==> config.mk <==
export PLATFORM = sky130hd
export DESIGN_NAME = img_bram_loader
export DESIGN_NICKNAME = d
export VERILOG_FILES = /design/src/rtl/cnn_pkg.sv /design/src/rtl/img_bram_loader.sv
export SDC_FILE = /design/constraint.sdc
export NUM_CORES = 1
export LEC_CHECK = 0
export ABC_AREA = 1
export BUFFER_PORTS_ARGS = -buffer_cell sky130_fd_sc_hd__buf_2
export CORE_UTILIZATION = 55
export CTS_BUF_LIST = sky130_fd_sc_hd__clkbuf_4 sky130_fd_sc_hd__clkbuf_8 sky130_fd_sc_hd__clkbuf_16
export DETAILED_ROUTE_END_ITERATION = 10
export HOLD_SLACK_MARGIN = 0.08
export PLACE_DENSITY = 0.86
export SYNTH_ARGS = -nofsm -noshare
export SYNTH_HDL_FRONTEND = slang
export SYNTH_SLANG_ARGS = --single-unit
==> constraint.sdc <==
create_clock -name clk -period 2.15 [get_ports clk]
set_input_delay 0.1075 -clock clk [delete_from_list [all_inputs] [get_ports clk]]
set_output_delay 0.1075 -clock clk [all_outputs]
set_load 0.02 [all_outputs]
==> src/rtl/cnn_pkg.sv <==
`default_nettype none
// ============================================================================
//  Module      : cnn_pkg
//  Description : Shared image geometry, data widths and loader state encoding.
//  Revision    : 1.0 - initial release
// ============================================================================
package cnn_pkg;

    localparam int IMG_W  = 64;
    localparam int IMG_H  = 64;
    localparam int NPIX   = IMG_W * IMG_H;
    localparam int ADDR_W = 12;
    localparam int DATA_W = 8;

    typedef enum logic [2:0] {
        S_LOAD   = 3'd0,
        S_DRAIN  = 3'd1,
        S_SETTLE = 3'd2,
        S_START  = 3'd3,
        S_WAIT   = 3'd4
    } loader_state_t;

endpackage
`default_nettype wire

==> src/rtl/img_bram_loader.sv <==
`default_nettype none
// ============================================================================
//  Module      : img_bram_loader
//  Description : Writes one streamed IMG_W x IMG_H frame into the image BRAM,
//                checks its length, then starts the CNN and waits for done.
//  Revision    : 1.0 - initial release
// ============================================================================
module img_bram_loader #(
    parameter int IMG_W  = cnn_pkg::IMG_W,
    parameter int IMG_H  = cnn_pkg::IMG_H,
    parameter int ADDR_W = cnn_pkg::ADDR_W,
    parameter int DATA_W = cnn_pkg::DATA_W
) (
    input  logic              clk,
    input  logic              rst,
    input  logic [DATA_W-1:0] s_tdata,
    input  logic              s_tvalid,
    input  logic              s_tlast,
    output logic              s_tready,
    output logic              bram_we,
    output logic [ADDR_W-1:0] bram_addr,
    output logic [DATA_W-1:0] bram_wdata,
    output logic              cnn_start,
    input  logic              cnn_done,
    input  logic              clear_err,
    output logic              err_short,
    output logic              err_long,
    output logic [7:0]        frame_cnt,
    output logic              busy
);
    import cnn_pkg::*;

    localparam int              c_npix     = IMG_W * IMG_H;
    localparam int              c_cnt_w    = (c_npix > 1) ? $clog2(c_npix) : 1;
    localparam logic [c_cnt_w-1:0] c_last_pix = c_cnt_w'(c_npix - 1);

    loader_state_t      r_state;
    loader_state_t      w_state_nxt;
    logic [c_cnt_w-1:0] r_cnt;
    logic [c_cnt_w-1:0] w_cnt_nxt;
    logic               r_armed;
    logic               w_armed_nxt;
    logic               w_beat;
    logic               w_at_last;
    logic               w_set_short;
    logic               w_set_long;

    assign s_tready  = (r_state == S_LOAD) || (r_state == S_DRAIN);
    assign w_beat    = s_tvalid & s_tready;
    assign w_at_last = (r_cnt == c_last_pix);
    assign cnn_start = (r_state == S_START);
    assign busy      = (r_state != S_LOAD);

    always_ff @(posedge clk) begin
        if (rst) begin
            r_state <= S_LOAD;
            r_cnt   <= '0;
            r_armed <= 1'b0;
        end else begin
            r_state <= w_state_nxt;
            r_cnt   <= w_cnt_nxt;
            r_armed <= w_armed_nxt;
        end
    end

    always_comb begin
        w_state_nxt = r_state;
        w_cnt_nxt   = r_cnt;
        w_armed_nxt = r_armed;
        w_set_short = 1'b0;
        w_set_long  = 1'b0;
        case (r_state)
            S_LOAD: begin
                if (w_beat) begin
                    if (!w_at_last) begin
                        if (s_tlast) begin
                            w_set_short = 1'b1;
                            w_cnt_nxt   = '0;
                        end else begin
                            w_cnt_nxt = r_cnt + 1'b1;
                        end
                    end else if (s_tlast) begin
                        w_state_nxt = S_SETTLE;
                    end else begin
                        w_set_long  = 1'b1;
                        w_state_nxt = S_DRAIN;
                    end
                end
            end
            S_DRAIN: begin
                if (w_beat && s_tlast) begin
                    w_state_nxt = S_SETTLE;
                end
            end
            S_SETTLE: begin
                w_state_nxt = S_START;
            end
            S_START: begin
                w_cnt_nxt   = '0;
                w_armed_nxt = 1'b0;
                w_state_nxt = S_WAIT;
            end
            S_WAIT: begin
                // A done level left over from the previous run must drop first.
                if (!cnn_done) begin
                    w_armed_nxt = 1'b1;
                end else if (r_armed) begin
                    w_state_nxt = S_LOAD;
                end
            end
            default: begin
                w_state_nxt = S_LOAD;
            end
        endcase
    end

    always_ff @(posedge clk) begin
        if (rst) begin
            bram_we    <= 1'b0;
            bram_addr  <= '0;
            bram_wdata <= '0;
        end else begin
            bram_we <= w_beat && (r_state == S_LOAD);
            if (w_beat && (r_state == S_LOAD)) begin
                bram_addr  <= ADDR_W'(r_cnt);
                bram_wdata <= s_tdata;
            end
        end
    end

    // An error raised in the same cycle as clear_err takes priority.
    always_ff @(posedge clk) begin
        if (rst) begin
            err_short <= 1'b0;
            err_long  <= 1'b0;
            frame_cnt <= '0;
        end else begin
            err_short <= w_set_short | (err_short & ~clear_err);
            err_long  <= w_set_long  | (err_long  & ~clear_err);
            if (r_state == S_START) begin
                frame_cnt <= frame_cnt + 8'd1;
            end
        end
    end

endmodule
`default_nettype wire

==> impl_results.md, run 1 <==
- Leakage: ~1.2 nW
- Crit Reg-Reg Startpoint: r_state[1]$_SDFFE_PP0P_
- Slowest stage delay, CP: 0.41 ns
- Worst hold endpoint: r_armed$_SDFFE_PP0P_
- Dpl cells: between 300 and 400
- CORE AREA: 0.003771 mm²
- Avg Cell Area, Syn: 7.343 µm²
- CTS root buf: clkbuf_8
- Antenna-violating nets left: 0
- Standard-cell rows: 22
- Crit-path max FO: 17
- Cell family with most CP delay: simple AND/OR/NAND/NOR gates
- CTS Buf Count: 5
- Post-Syn Area: 0.002240 mm²
- Die ar.: ~0.0043 mm²
- RSZ-0062 raised after global routing: false
- Count of different cell masters after synthesis: 29
- Ys flop type: dfxtp_1
- Total negative slack: 0 ns
- Die height: 65.81 µm
- Final Hold Fails: 0
- Clock transition at path regs: about 0.080 ns
- Hold path depth: 4
- Initial Utilization: 0.5939
- Setup ws final: ~0.31 ns
- Post-synth EDFFs: 0
- Worst-Margin Slew: a little under 0.4 ns
- Final cell count without fillers: 408
- Slew Limit Fails: 0
- Detailed Route WL: around 4900 µm
- Syn nets: around 320
- CP Buf/Inv Count: 3
- Reg2Reg Capture Point: bram_wdata[2]$_SDFFE_PP0P_
- Count of final setup violators: 0
- HP Start: cnn_done
- Arrival time worst endpoint: 2.03 ns
- Cts repair resizes: 0
- Synth top area cells: dfxtp_1 42%, nand2_1 9.1%, nor2_1 8.0%, o21ai_0 6.5%, inv_1 5.7%
- Io pins: 48
- DR iter-0 viols: 201
- Critical path startpoint: r_state[1]$_SDFFE_PP0P_
- Power Density: around 630 mW/mm²
- Most common library cells after synthesis: 54 x nand2_1, 48 x nor2_1, 47 x dfxtp_1
- Number of max-cap violations: 0
- CTS tree: done
- Highest clock rate: 0.5449 GHz
- Critical Path, Cell by Cell: nor2_2 -> inv_2 -> nor2_4 -> inv_2 -> nor2_4 -> inv_1 -> nor2_1 -> nor2_1
- Antenna Cells: 0
- CP max-delay cell: dfxtp_1
- Die X: about 66 µm
- Hold slack: about 0.13 ns
- Vias: around 2.1k
- Worst reg2reg setup slack: around 0.31 ns
- First-pass DRT Iterations: 4
- Fraction of registers with async set/reset: 0
- DR vias/cell: about 5.2
- Antenna violations before repair: 0
- FF+latch area: 940.9 µm²
- Total track usage: 0.2540
- First-pass GRT wire length: 8424 µm
- Critical path type: reg -> reg
- Largest net degree at the start of global routing: 29
- Flop and latch count out of synthesis: 47
- Dominant cell type by area after synthesis: dfxtp_1
- Placer Congestion: approximately 0.9
- Total gr overflow: 0
- Required @ worst endpoint: roughly 2.4 ns
- Synth top area share: 0.4201
- Multi-input logic area: around 0.0011 mm²
- YS warnings: 0
- Worst-Skew Late Latency: around 0.3 ns
- Drt wl/cell: approximately 12 µm
- Min Tclk post-route: around 1.8 ns
- Htree depth: 2
- Synth-to-Final Area Change: 19.27%
- Place WS: roughly 0.4 ns
- Synth Instances: 305
- Skew final: approximately 0.0059 ns
- Clk buf depth: 2
- Port bufs: 47
- Final period utilization: 0.8536
- Count leader, synth: nand2_1
- Share of cells above drive strength 1: 0.2278
- Fillers: between 300 and 400
- Post-synthesis sequential area ratio: 0.4201
- Vias in the first global route: about 2k
- DRC viols: 0
- NumNets Final: 375
- Outcome: finished, final reports clean
- Peak supply drop: between 0.0005 and 0.0006 V
- Sink Count: between 40 and 50
- DPL Wire Length: between 3000 and 4000 µm
- CP startpoint kind: flip-flop
- Worst slew margin: 0.7430
- Dpl cell area: 0.002477 mm²
- Cell area after layout: approximately 0.0027 mm²
- Critical Path End Type: flip-flop
- HP Class: in -> reg
- FF-to-FF path depth: 8
-- worst reg2reg max path, delay by kind of cell (launching register included) --
| kind | cells | cell delay [ns] |
|---|---|---|
| simple gates | 5 | 0.89 |
| flops | 1 | 0.41 |
| buf+inv | 3 | 0.43 |
-- placed cells by master (no fill, tap or decap) --
| cell type | n |
|---|---|
| nor3_2 | 1 |
| o21ai_1 | 2 |
| o21ai_0 | 29 |
| o21ai_2 | 2 |
| nor3_1 | 1 |
| inv_2 | 3 |
| nor2_2 | 3 |
| dfxtp_1 | 47 |
| o211ai_1 | 1 |
| nand3_4 | 2 |
| nand2_2 | 2 |
| nor2_4 | 5 |
| ha_1 | 2 |
| a21oi_1 | 24 |
| nand2_4 | 5 |
| a21oi_4 | 1 |
| nand3_1 | 14 |
| nand4_1 | 9 |
| buf_2 | 47 |
| dlygate4sd3_1 | 9 |
| nor2_1 | 48 |
| inv_1 | 34 |
| clkbuf_4 | 1 |
| nor4_1 | 1 |
| o21bai_2 | 1 |
| clkbuf_8 | 7 |
| xor2_1 | 2 |
| nor3b_1 | 1 |
| nand2_1 | 54 |
| buf_4 | 2 |
-- power breakdown --
| group | switching [W] | internal, W | total, W |
|---|---|---|---|
| Combinational | 0.000113 | 0.0000644 | 0.000178 |
| Sequential | 0.0000128 | 0.000897 | 0.000910 |
| Clock | 0.000291 | 0.000306 | 0.000597 |
-- layout make-up --
class / instances / area share
clock buffers: 8 / 0.03888
repair buffers: 58 / 0.1274
well taps: 48 / 0.02248
multi-input cells: 210 / 0.4070
inverters: 37 / 0.05199
flip-flops and latches: 47 / 0.3522
-- metrics by stage --
step,total power (W),utilization
CTS,0.001687,0.7084
detailed placement,0.001092,0.6569
floorplan,0.001044,-
global route,0.001753,0.7084
global placement,0.001089,0.6569
finish,0.001684,0.7084
-- flip-flops by register name, indices dropped and copies added, names as in the netlist --
register	flops
bram_addr	12
bram_wdata	8
bram_we	1
err_long	1
err_short	1
frame_cnt	8
r_armed	1
r_cnt	12
r_state	3
-- logic make-up (layout without fill, tap and decap cells) --
group,count (synthesis),count (layout),share of synthesized area
fa+ha+maj,2,2,0.01117
xor+xnor,2,2,0.007823
compound gates,60,60,0.1464
buf+inv,48,103,0.09441
simple gates,146,146,0.3201
flops,47,47,0.4201
-- per-layer routing --
metal	share of wire	wire length, µm	GRT usage
met5	0	0	0
met4	0.019	94	0.09511
met3	0.063	314	0.05000
met2	0.48	2366	0.4298
met1	0.44	2171	0.3157
-- how the worst max path moves through the flow --
stage                                      end  slack (ns)  cells after the start
global route        bram_wdata[2]$_SDFFE_PP0P_        0.18                      8
CTS                 bram_wdata[6]$_SDFFE_PP0P_        0.39                      8
global placement    bram_wdata[7]$_SDFFE_PP0P_        0.50                      8
detailed placement  bram_wdata[6]$_SDFFE_PP0P_        0.40                      8
finish              bram_wdata[2]$_SDFFE_PP0P_        0.31                      8
floorplan              r_state[0]$_SDFFE_PP0P_        0.69                      7
-- repair_timing --
| item | CTS | global route |
|---|---|---|
| hold buffers | 9 | 0 |
| hold endpoints to repair | 10 | 0 |
| setup buffers | 0 | 0 |
| endpoints found under the setup margin | 0 | 0 |
Power figures use the tool's default switching activity.
==> inputs of run 2 (changes only) <==
CORE_UTILIZATION = 58   (was 55)
PLACE_DENSITY = 0.9   (was 0.86)
RECOVER_POWER = 25   (was unset)
==> run 2 against run 1 <==
Net effect:
- final area is 1.5% lower
- total power fell by 3.6%
- wire length up 2.5%
- clock power down 9.7%
- combinational power is essentially flat
- sequential power about the same
- global-route usage rose by 2.2 points
- register-to-register slack improved by 0.17 ns
- critical path depth is 1 higher
- flip-flop and latch count unchanged
==> impl_results.md, run 2 (synthesis gave the netlist of run 1 again) <==
- Outcome: finished, final reports clean
- Final Util: 0.7134
- Net Sw Frac: 0.2548
- Dpl cell area: ~0.0025 mm²
- Clk pwr share: 0.332
- DPL Wire Length: about 3500 µm
- CTS Buf Count: 5
- Critical path type: reg -> reg
- Drt wl/cell: between 10 and 15 µm
- HP Class: in -> reg
- Standard-cell rows: 22
- CTS root buf: clkbuf_8
- Cts repair resizes: 0
- Highest clock rate: 0.6010 GHz
- Clk buf depth: 2
- Sw power: between 0.0004 and 0.0005 W
- Worst-Margin Slew: 0.3596 ns
- NumNets Final: between 300 and 400
- Total gr overflow: 0
- Critical Path End Type: flip-flop
- Dpl cells: approximately 400
- Setup repair bufs after CTS: 0
- Sink Count: 47
- Cell area after layout: 0.002631 mm²
- Skew final: about 0.0064 ns
- Die X: 64.14 µm
- Power Density: approximately 620 mW/mm²
- Die ar.: approximately 0.0041 mm²
- RSZ-0062 raised after global routing: false
- Die height: approximately 64 µm
- Synth-to-Final Area Change: 17.49%
- Total negative slack: 0 ns
- Slew Limit Fails: 0
- Hold-fix buffers at CTS: 9
- Count of final setup violators: 0
- Initial Utilization: 0.6072
- Critical path startpoint: r_cnt[1]$_SDFFE_PP0P_
- DRC viols: 0
- Peak supply drop: approximately 0.00056 V
- DR vias/cell: 5.250
- Antenna violations before repair: 0
- Crit-path max FO: 10
- Number of max-cap violations: 0
- DR iter-0 viols: approximately 200
- Antenna Cells: 0
- Fillers: between 300 and 400
- Biggest regs: bram_addr x12, r_cnt x12
- Most frequent cells in the layout: 54 x nand2_1, 48 x nor2_1, 47 x dfxtp_1
- CORE AREA: around 0.0037 mm²
- Worst-Skew Late Latency: ~0.3 ns
- Worst slew margin: 0.7600
- HP Start: cnn_done
- Vias: about 2.1k
- Final Hold Fails: 0
- Setup ws final: 0.4862 ns
- Final period utilization: 0.7739
- Flop pwr share: 0.560
- Arrival time worst endpoint: around 1.9 ns
- Combinational share of power: 0.108
- Min Tclk post-route: between 1.5 and 2 ns
- First-pass DRT Iterations: 4
- First-pass GRT wire length: around 8900 µm
- Antenna-violating nets left: 0
- Htree depth: 2
- CTS tree: done
- Total track usage: 0.2758
- Port bufs: between 40 and 50
- Required @ worst endpoint: around 2.4 ns
- Detailed Route WL: just over 5000 µm
- Leakage: approximately 1.1 nW
- Internal Power: 0.001210 W
- FF+latch area: approximately 940 µm²
- Clock transition at path regs: roughly 0.080 ns
- Share of cells above drive strength 1: 0.1722
- Vias in the first global route: ~2.2k
- CP startpoint kind: flip-flop
- Largest net degree at the start of global routing: 31
- Final cell count without fillers: roughly 400
- Crit Reg-Reg Startpoint: r_cnt[1]$_SDFFE_PP0P_
- Multi-input logic area: 0.001087 mm²
- Io pins: between 40 and 50
- Placer Congestion: ~0.90
- Place WS: 0.5334 ns
- Most common cell after layout, fill and taps aside: nand2_1
-- run 2: cell count changes in the layout (fill, tap and decap cells not counted), sizes merged --
cell,delta
buf,-20
clkbuf,+19
clkinv,+1
-- run 2: area by class of cell --
type,count,share of cell area
multi-input combinational,210,0.4132
sequential,47,0.3576
timing repair buffer,58,0.1198
inverter,37,0.05278
clock buffer,7,0.03186
tap,48,0.02282
clock inverter,1,0.001902
-- run 2: power groups by stage --
stage                     clock network, W  logic [W]  registers [W]
after detailed placement                 0   0.000164       0.000929
final                             0.000539   0.000175       0.000909
after global routing              0.000584   0.000193       0.000912
after global placement                   0   0.000160       0.000928
after CTS                         0.000541   0.000177       0.000909
after floorplan                          0  0.0000839       0.000960
-- run 2: path summary, 6_finish.rpt --
check                     endpoint  slack, ns  cells past startpoint
max reg2reg  r_cnt[3]$_SDFFE_PP0P_       0.49                      9
max          r_cnt[3]$_SDFFE_PP0P_       0.49                      9
min           r_armed$_SDFFE_PP0P_       0.13                      4
min reg2reg   r_armed$_SDFFE_PP0P_       0.47                      2
-- run 2: layer usage --
layer,wire [µm],GRT usage
met5,0,0
met3,289,0.06786
met2,2522,0.4907
met1,2210,0.3128
met4,47,0.1139
-- run 2: per-stage QoR --
stage | power [W] | hold WS [ns]
global route | 0.001689 | 0.1569
finish | 0.001624 | 0.1337
CTS | 0.001627 | 0.1315
global placement | 0.001088 | 0.3277
floorplan | 0.001044 | 0.2424
detailed placement | 0.001093 | 0.3377
-- run 2: worst max-delay path: stages (launching register included) --
cell and delay, ns:
dfxtp_1 0.38, ha_1 0.19, nand2_1 0.11, nor2_4 0.15, nand3_1 0.17, nand2_4 0.14, nand2_4 0.10, nand2_4 0.14
nand2_1 0.07, a21oi_1 0.14
